$ cat config.mk
export PLATFORM = sky130hd
export DESIGN_NAME = vga_timing_gen
export DESIGN_NICKNAME = d
export VERILOG_FILES = /design/src/rtl/vga_timing_gen.sv
export SDC_FILE = /design/constraint.sdc
export NUM_CORES = 1
export LEC_CHECK = 0
export CORE_UTILIZATION = 49
export DETAILED_ROUTE_END_ITERATION = 10
export PLACE_DENSITY = 0.78
export SYNTH_ARGS = -nofsm -noshare
export SYNTH_HDL_FRONTEND = slang
export SYNTH_SLANG_ARGS = --single-unit
$ cat constraint.sdc
create_clock -name pixel_clk -period 3 [get_ports pixel_clk]
set_input_delay 0.45 -clock pixel_clk [delete_from_list [all_inputs] [get_ports pixel_clk]]
set_output_delay 0.45 -clock pixel_clk [all_outputs]
set_load 0.01 [all_outputs]
$ cat src/rtl/vga_timing_gen.sv
// vga_timing_gen: parametrised VESA-style sync generator.
// It advances on a pixel-rate enable. The timing outputs pass through a
// PIPE-stage alignment delay so that they line up with a pipelined pixel path.
// Optional raster line interrupt (irq_line / line_irq): define VGA_TIMING_LINE_IRQ_EN.
module vga_timing_gen #(
  parameter int unsigned H_ACTIVE = 640,
  parameter int unsigned H_FP     = 16,
  parameter int unsigned H_SYNC   = 96,
  parameter int unsigned H_BP     = 48,
  parameter int unsigned V_ACTIVE = 480,
  parameter int unsigned V_FP     = 10,
  parameter int unsigned V_SYNC   = 2,
  parameter int unsigned V_BP     = 33,
  parameter int unsigned H_POL    = 0,
  parameter int unsigned V_POL    = 0,
  parameter int unsigned CW       = 11,
  parameter int unsigned PIPE     = 1
) (
  input  logic          pixel_clk,
  input  logic          rst,
  input  logic          en,
`ifdef VGA_TIMING_LINE_IRQ_EN
  input  logic [CW-1:0] irq_line,
  output logic          line_irq,
`endif
  output logic [CW-1:0] hcounter,
  output logic [CW-1:0] vcounter,
  output logic          hs,
  output logic          vs,
  output logic          blank,
  output logic          de,
  output logic          frame_start,
  output logic          line_start
);

  localparam int unsigned HTOTAL   = H_ACTIVE + H_FP + H_SYNC + H_BP;
  localparam int unsigned VTOTAL   = V_ACTIVE + V_FP + V_SYNC + V_BP;
  localparam int unsigned HS_START = H_ACTIVE + H_FP;
  localparam int unsigned HS_END   = HS_START + H_SYNC;
  localparam int unsigned VS_START = V_ACTIVE + V_FP;
  localparam int unsigned VS_END   = VS_START + V_SYNC;
  localparam logic        HS_ON    = 1'(H_POL);
  localparam logic        VS_ON    = 1'(V_POL);

  // Elaboration-time legality checks on the mode parameters
  if (H_ACTIVE < 1 || V_ACTIVE < 1 || H_FP < 1 || H_SYNC < 1 || H_BP < 1 ||
      V_FP < 1 || V_SYNC < 1 || V_BP < 1) begin : g_bad_porch
    $error("vga_timing_gen: active, porch and sync widths must all be >= 1");
  end
  if (PIPE < 1 || PIPE > 4) begin : g_bad_pipe
    $error("vga_timing_gen: PIPE must be in 1..4");
  end
  if ($clog2(HTOTAL) > CW || $clog2(VTOTAL) > CW) begin : g_bad_cw
    $error("vga_timing_gen: CW too narrow for HTOTAL/VTOTAL");
  end
  if (H_POL > 1 || V_POL > 1) begin : g_bad_pol
    $error("vga_timing_gen: H_POL/V_POL must be 0 or 1");
  end

  // One delay-line entry. Sync levels are stored already polarity-applied.
  typedef struct packed {
    logic hs;
    logic vs;
    logic blank;
    logic de;
    logic fs;
    logic ls;
`ifdef VGA_TIMING_LINE_IRQ_EN
    logic irq;
`endif
  } stage_t;

  function automatic stage_t idle_stage();
    stage_t s;
    s       = '0;
    s.hs    = ~HS_ON;
    s.vs    = ~VS_ON;
    s.blank = 1'b1;
    return s;
  endfunction

  logic [CW-1:0]          hcnt_q, hcnt_d;
  logic [CW-1:0]          vcnt_q, vcnt_d;
  logic                   h_last, v_last;
  logic                   hsync_act, vsync_act, act;
  stage_t                 dec;
  stage_t [PIPE-1:0]      pipe_q, pipe_d;

  // Raster counter next state: h wraps at HTOTAL-1, v advances on h wrap
  always_comb begin
    h_last = (hcnt_q == CW'(HTOTAL - 1));
    v_last = (vcnt_q == CW'(VTOTAL - 1));
    hcnt_d = h_last ? '0 : hcnt_q + CW'(1);
    vcnt_d = vcnt_q;
    if (h_last) begin
      vcnt_d = v_last ? '0 : vcnt_q + CW'(1);
    end
  end

  // Raster counter registers; reset overrides the enable
  always_ff @(posedge pixel_clk) begin
    if (rst) begin
      hcnt_q <= '0;
      vcnt_q <= '0;
    end else if (en) begin
      hcnt_q <= hcnt_d;
      vcnt_q <= vcnt_d;
    end
  end

  // Decode the current counter position into one delay-line entry
  always_comb begin
    hsync_act = (hcnt_q >= CW'(HS_START)) && (hcnt_q < CW'(HS_END));
    vsync_act = (vcnt_q >= CW'(VS_START)) && (vcnt_q < CW'(VS_END));
    act       = (hcnt_q < CW'(H_ACTIVE)) && (vcnt_q < CW'(V_ACTIVE));
    dec       = '0;
    dec.hs    = hsync_act ~^ HS_ON;
    dec.vs    = vsync_act ~^ VS_ON;
    dec.blank = ~act;
    dec.de    = act;
    dec.fs    = (hcnt_q == '0) && (vcnt_q == '0);
    dec.ls    = (hcnt_q == '0);
`ifdef VGA_TIMING_LINE_IRQ_EN
    dec.irq   = (hcnt_q == '0) && (vcnt_q == irq_line);
`endif
  end

  // Delay-line next state: shift on en, otherwise hold levels and drop strobes
  always_comb begin
    pipe_d = pipe_q;
    if (en) begin
      pipe_d[0] = dec;
      for (int i = 1; i < PIPE; i++) begin
        pipe_d[i] = pipe_q[i-1];
      end
    end else begin
      pipe_d[PIPE-1].fs  = 1'b0;
      pipe_d[PIPE-1].ls  = 1'b0;
`ifdef VGA_TIMING_LINE_IRQ_EN
      pipe_d[PIPE-1].irq = 1'b0;
`endif
    end
  end

  // Delay-line registers; the last stage is the registered output stage
  always_ff @(posedge pixel_clk) begin
    if (rst) begin
      pipe_q <= {PIPE{idle_stage()}};
    end else begin
      pipe_q <= pipe_d;
    end
  end

  assign hcounter    = hcnt_q;
  assign vcounter    = vcnt_q;
  assign hs          = pipe_q[PIPE-1].hs;
  assign vs          = pipe_q[PIPE-1].vs;
  assign blank       = pipe_q[PIPE-1].blank;
  assign de          = pipe_q[PIPE-1].de;
  assign frame_start = pipe_q[PIPE-1].fs;
  assign line_start  = pipe_q[PIPE-1].ls;
`ifdef VGA_TIMING_LINE_IRQ_EN
  assign line_irq    = pipe_q[PIPE-1].irq;
`endif

endmodule
==> flow_summary_export.csv, run 1 <==
group,metric,value,unit
run_status,outcome,"finished, final reports clean",
cells_and_area,syn_to_final_growth,25.2,%
pwr,peakVddDrop,0.376,mV
cells_and_area,final_util,64.2,%
sta,drv_slew,0,
clock_network,cts_max_level,1,
route,ant_nets,0,
clock_network,ctsLongestPathBuffers,2,
critical_path,arrival,2.62,ns
critical_path,end_kind,"flip-flop",
floorplanning,die_y,55.7,um
placed_design,place_hpwl,2.42,mm
placed_design,io_buffers,30,
yosys,synth-main-ff-cell,"dfxtp_1",
yosys,syn_area_per_cell,8.68,um^2
floorplanning,die-area,0.00311,mm^2
sta,rsz0062_at_grt,"false",
sta,period_minus_slack,2.38,ns
hold_path,min-delay-start,"de",
cells_and_area,antenna_cells,0,
route,via_per_inst,5.99,
critical_path,critical_path_required,3.24,ns
yosys,netlist_area,0.00142,mm^2
clock_network,postCtsSetupRepairBufs,0,
flow_run,maxCapViolations,0,
yosys,synthCells,163,
clock_network,ctsHoldBuffers,0,
clock_network,cts_sinks,28,
placed_design,place_worst_setup_slack,0.400,ns
floorplanning,core_area,0.00276,mm^2
sta,setup_viol,0,
global_route,grt_first_pass_wirelength,5.48,mm
critical_path,r2r_end,"vcounter[7]",
clock_network,insertion_delay,0.34,ns
floorplanning,rows,19,
sta,fmax,420,MHz
global_route,grt_max_degree,19,
route,drt_wl_total,3.34,mm
floorplanning,io_pins,31,
hold_path,min_to,"de",
hold_path,hp-class,"flip-flop to flip-flop",
critical_path,r2r_cells,4,
hold_path,min_path_cells,2,
global_route,antenna_found_initial,0,
sta,final_hold_viol_count,0,
sta,max_slew_margin,65.5,%
yosys,seq_area_frac_synth,39.6,%
clock_network,cts-root-buf,"clkbuf_4",
global_route,grt_pass1_vias,1231,
sta,setup_tns,0,ns
pwr,p_leak,0.608,nW
yosys,synth_edf_count,0,
clock_network,numCtsBuffers,3,
critical_path,rrSetupSlack,0.62,ns
sta,setup_slack,0.620,ns
critical_path,reg2reg_from,"hcounter[5]",
floorplanning,fp.dieW,55.7,um
route,drt-initial-drc-count,50,
yosys,ys_warn_count,0,
pwr,power_density,389,mW/mm^2
route,routedWlPerCell,15.0,um
global_route,grt_usage,22.2,%
sta,tightest_slew,0.518,ns
route,drc,0,
critical_path,critical_path_class,"flip-flop to flip-flop",
yosys,ys_ff_latch,28,
cells_and_area,drive_gt1_share,6.77,%
route,num_vias,1336,
yosys,syn_nets,171,
clock_network,clk_pin_slew,0.17,ns
floorplanning,start_util,51.3,%
yosys,async_flop_share,0,%
critical_path,start_kind,"flip-flop",
route,drtPass1Iterations,4,
critical_path,cp_max_fo,18,
clock_network,post_cts_resized,0,
sta,min_period_over_period,79.3,%
clock_network,cts_tree,"built",
yosys,yosysUniqueCellTypes,41,
placed_design,gp_congestion,0.826,
sta,fin_worst_skew,0.0145,ns
global_route,gr-total-overflow,0,
cells_and_area,final_net_count,201,
-- kinds of logic (layout without fill, tap and decap cells) --
group | after synthesis | count (layout) | synth area share [%]
AOI/OAI and AO/OA | 27 | 27 | 12.8
xor gates and xnor gates | 10 | 10 | 6.19
adders and majority gates | 5 | 5 | 4.42
buffers and inverters | 15 | 44 | 5.92
DFF | 28 | 28 | 39.6
muxes | 1 | 1 | 0.707
and+or+nand+nor | 77 | 77 | 30.3
-- final cells by class --
cell class              instances  area [um^2]
fillers                       248          986
multi-input cells             120          771
flip-flops and latches         28          561
repair buffers                 33          323
well taps                      31         38.8
clock inverters                 1         30.0
inverters                       7         26.3
clock buffers                   3         22.5
-- stage by stage --
step                      total power, mW  hold WS [ns]  instance area [um^2]  std cells
after global placement              0.442         0.460                  1720        219
after floorplan                     0.418         0.495                  1420        163
after CTS                           0.693         0.498                  1770        223
after global routing                0.711         0.517                  1770        223
after detailed placement            0.443         0.477                  1720        219
final                               0.690         0.492                  1770        223
-- cells in the mapped netlist, types with 2 or more instances --
| cell type | count | share of area (%) |
|---|---|---|
| xor2_1 | 4 | 2.5 |
| xnor2_1 | 6 | 3.7 |
| clkbuf_1 | 4 | 1.1 |
| nor4_1 | 7 | 3.1 |
| a21oi_1 | 10 | 3.5 |
| and3_1 | 3 | 1.3 |
| o21ai_0 | 8 | 2.8 |
| ha_1 | 5 | 4.4 |
| nand3_1 | 12 | 4.2 |
| buf_6 | 2 | 1.6 |
| nor2_1 | 12 | 3.2 |
| nand2b_1 | 3 | 1.3 |
| nand4_1 | 4 | 1.8 |
| and4_1 | 2 | 1.2 |
| nor3_1 | 5 | 1.8 |
| nand2_1 | 12 | 3.2 |
| or3_1 | 5 | 2.2 |
| inv_1 | 7 | 1.9 |
| or4_1 | 2 | 1.1 |
| dfxtp_1 | 28 | 40 |
| nor2b_1 | 2 | 0.88 |
-- worst max path at each step --
stage,start,endpoint,slack (ns),cells after the start
5_1_grt,hcounter[5],vcounter[9],0.54,4
4_1_cts,hcounter[5],vcounter[7],0.63,4
3_3_place_gp,en,vcounter[7],0.47,5
6_report,hcounter[5],vcounter[7],0.62,4
2_1_floorplan,hcounter[5],vcounter[10],0.81,7
3_5_place_dp,en,vcounter[7],0.40,5
-- state kept, by name, indices dropped and copies added (netlist names) --
signal,count
blank,1
de,1
frame_start,1
hcounter,11
hs,1
line_start,1
vcounter,11
vs,1
-- where the power goes --
part           internal [mW]  total [mW]  leakage (nW)  switching, mW
clock network          0.135       0.255        0.0279          0.120
logic                 0.0272      0.0496         0.353         0.0224
registers              0.380       0.385         0.227        0.00585
-- worst max-delay path, stage by stage (launching register included) --
cell	delay [ns]
dfxtp_1	0.43
or4_1	0.57
or4_1	0.69
o31a_2	0.43
o21ba_1	0.18
-- routing by layer --
metal / track usage [%] / vias to the layer above / part of all wire, %
met5: 0 / - / 0
met4: 12.9 / 0 / 2.5
li1: - / 647 / -
met3: 2.33 / 8 / 5.5
met1: 26.3 / 624 / 42
met2: 38.6 / 57 / 50
-- layout by cell type (no fill, tap or decap), types with 5 or more instances in the layout --
master           synthesis  final
nand3_1                 12     12
inv_1                    7      7
nand2_1                 12     12
or3_1                    5      5
xnor2_1                  6      6
nor4_1                   7      7
nor3_1                   5      5
ha_1                     5      5
nor2_1                  12     12
clkdlybuf4s50_1          0     30
a21oi_1                 10     10
o21ai_0                  8      8
dfxtp_1                 28     28
No activity file was read; power rests on OpenSTA's default activity.
==> run 2: changes to the inputs <==
--- a/config.mk
+++ b/config.mk
@@ -5,9 +5,9 @@
 export SDC_FILE = /design/constraint.sdc
 export NUM_CORES = 1
 export LEC_CHECK = 0
-export CORE_UTILIZATION = 49
+export CORE_UTILIZATION = 45
 export DETAILED_ROUTE_END_ITERATION = 10
-export PLACE_DENSITY = 0.78
+export PLACE_DENSITY = 0.75
 export SYNTH_ARGS = -nofsm -noshare
 export SYNTH_HDL_FRONTEND = slang
 export SYNTH_SLANG_ARGS = --single-unit
==> constraint.sdc (replaced) <==
create_clock -name pixel_clk -period 2 [get_ports pixel_clk]
set_input_delay 0.3 -clock pixel_clk [delete_from_list [all_inputs] [get_ports pixel_clk]]
set_output_delay 0.3 -clock pixel_clk [all_outputs]
set_load 0.01 [all_outputs]
==> run 2 against run 1 <==
  * Combinational power is 81% higher
  * Highest routed layer unchanged
  * Via count rose by 7.7%
  * Count of clock-buffer cells in the layout up 1
  * Final area up 11%
  * Fmax up 20%
  * Hold slack got worse by 0.00058 ns
  * Clock skew fell by 0.0056 ns
  * Core utilization grew 3.8 points
==> flow_summary_export.csv, run 2 (same netlist as run 1, synthesis figures left out) <==
group,metric,value,unit
cells_and_area,antenna_cells,0,
sta,period_minus_slack,1.99,ns
hold_path,min-delay-start,"de",
critical_path,rrSetupSlack,0.009,ns
cells_and_area,instances_no_fill,253,
critical_path,path_buf_inv,1,
pwr,p_leak,0.702,nW
sta,setup_tns,0,ns
hold_path,min_to,"de",
clock_network,ctsLongestPathBuffers,2,
route,num_vias,1439,
critical_path,critical_path_class,"flip-flop to flip-flop",
floorplanning,rows,19,
flow_run,maxCapViolations,0,
pwr,peakVddDrop,0.434,mV
clock_network,numCtsBuffers,3,
sta,min_period_over_period,99.6,%
sta,fmax,502,MHz
critical_path,critical_path_required,2.25,ns
pwr,power_density,509,mW/mm^2
critical_path,crit_path_top_delay_cell,"or4_4",
sta,drv_slew,0,
global_route,grt_usage,22.4,%
pwr,clockPowerShare,33.1,%
floorplanning,io_pins,31,
route,ant_nets,0,
hold_path,hp-class,"flip-flop to flip-flop",
sta,rsz0062_at_grt,"true",
sta,setup_viol,0,
placed_design,gp_congestion,0.832,
clock_network,cts_sinks,28,
global_route,antenna_found_initial,0,
route,routedWlPerCell,14.1,um
run_status,outcome,"finished, final reports clean",
global_route,grt_pass1_vias,1326,
route,drtPass1Iterations,4,
floorplanning,die_y,58.1,um
global_route,grt_max_degree,17,
cells_and_area,fin_area,0.00196,mm^2
floorplanning,die-area,0.00337,mm^2
critical_path,arrival,2.24,ns
pwr,p_comb_share,9.0,%
clock_network,insertion_delay,0.34,ns
route,via_per_inst,5.69,
global_route,gr-total-overflow,0,
critical_path,r2r_end,"vcounter[7]",
placed_design,placed_cell_area,0.00186,mm^2
sta,final_hold_viol_count,0,
cells_and_area,mostFrequentLayoutCells,"clkdlybuf4s50_1 (30), dfxtp_1 (24), buf_4 (20)",
critical_path,crit_family,"simple AND/OR/NAND/NOR gates",
cells_and_area,final_util,68.1,%
route,drt_wl_total,3.57,mm
cells_and_area,drive_gt1_share,19.4,%
hold_path,min_path_cells,2,
floorplanning,start_util,49.2,%
floorplanning,core_area,0.00288,mm^2
critical_path,cp_max_fo,8,
clock_network,clk_pin_slew,0.16,ns
pwr,swShare,22.4,%
cells_and_area,syn_to_final_growth,38.4,%
cells_and_area,final_net_count,220,
global_route,grt_first_pass_wirelength,5.81,mm
sta,tightest_slew,0.369,ns
critical_path,crit_top_cell,"or4_4",
sta,max_slew_margin,75.1,%
critical_path,cp_cell_sequence,"or4_4 > or4_4 > buf_6 > o31a_2 > o21ba_1",
clock_network,ctsHoldBuffers,0,
sta,holdWs,0.492,ns
clock_network,cts_max_level,1,
route,drt-initial-drc-count,54,
critical_path,end_kind,"flip-flop",
clock_network,cts_tree,"built",
placed_design,dp.cells,246,
sta,fin_worst_skew,0.00888,ns
clock_network,cts-root-buf,"clkbuf_4",
critical_path,slowest_delay,0.53,ns
route,drc,0,
critical_path,r2r_cells,5,
cells_and_area,final_common_cell,"clkdlybuf4s50_1",
critical_path,start_kind,"flip-flop",
placed_design,io_buffers,30,
placed_design,place_hpwl,2.58,mm
pwr,seqPwrFrac,57.9,%
cells_and_area,fill_cells,237,
floorplanning,fp.dieW,58.1,um
pwr,p_switching,223,uW
pwr,p_int,773,uW
critical_path,reg2reg_from,"hcounter[5]",
-- run 2: routing by layer --
metal | vias up | global-route usage [%] | part of all wire, %
met5 | - | 0 | 0
met4 | 0 | 9.86 | 2.7
met3 | 12 | 2.46 | 4.6
met2 | 54 | 40.4 | 50
met1 | 684 | 26.6 | 42
li1 | 689 | - | -
-- run 2: worst max-delay path by stage --
stage | to | depth (start not counted) | slack, ns | start
floorplan | vcounter[7] | 5 | -0.05 | hcounter[7]
global placement | vcounter[7] | 6 | -0.11 | en
finish | vcounter[7] | 5 | 0.009 | hcounter[5]
CTS | vcounter[7] | 5 | -0.08 | hcounter[7]
global route | vcounter[5] | 5 | -0.04 | hcounter[5]
detailed placement | vcounter[7] | 6 | -0.14 | en
-- run 2: power by group through the flow --
| stage | logic, mW | registers [mW] | clock network [mW] |
|---|---|---|---|
| final | 0.0900 | 0.577 | 0.329 |
| after CTS | 0.0889 | 0.576 | 0.335 |
| after global placement | 0.0856 | 0.587 | 0 |
| after detailed placement | 0.0880 | 0.588 | 0 |
| after floorplan | 0.0333 | 0.593 | 0 |
| after global routing | 0.0981 | 0.579 | 0.355 |
-- run 2: worst min-delay path, stage by stage (launching register included) --
cell,delay [ns]
dfxtp_1,0.34
nand2b_1,0.06
a21oi_1,0.06
-- run 2: through the flow --
step / setup slack (ns) / total power, mW
4_1_cts: -0.0793 / 1.00
3_3_place_gp: -0.113 / 0.673
3_5_place_dp: -0.137 / 0.676
5_1_grt: -0.0368 / 1.03
6_report: 0.00896 / 0.996
2_1_floorplan: -0.0486 / 0.626
-- run 2: layout make-up --
class | instances | area (um^2) | share of cell area, %
multi-input cells | 120 | 797 | 40.7
flip-flops and latches | 28 | 568 | 29.0
repair buffers | 52 | 467 | 23.8
well taps | 42 | 52.6 | 2.68
clock buffers | 4 | 47.5 | 2.43
inverters | 7 | 26.3 | 1.34
-- run 2: what timing repair did --
item / 4_1_cts / 5_1_grt
buffers inserted: 1 / 1
gates resized for setup: 4 / 6
cloned: 1 / 0
pin swaps: 1 / 2
endpoints found under the hold margin: 0 / 0
setup endpoints to repair: 15 / 18
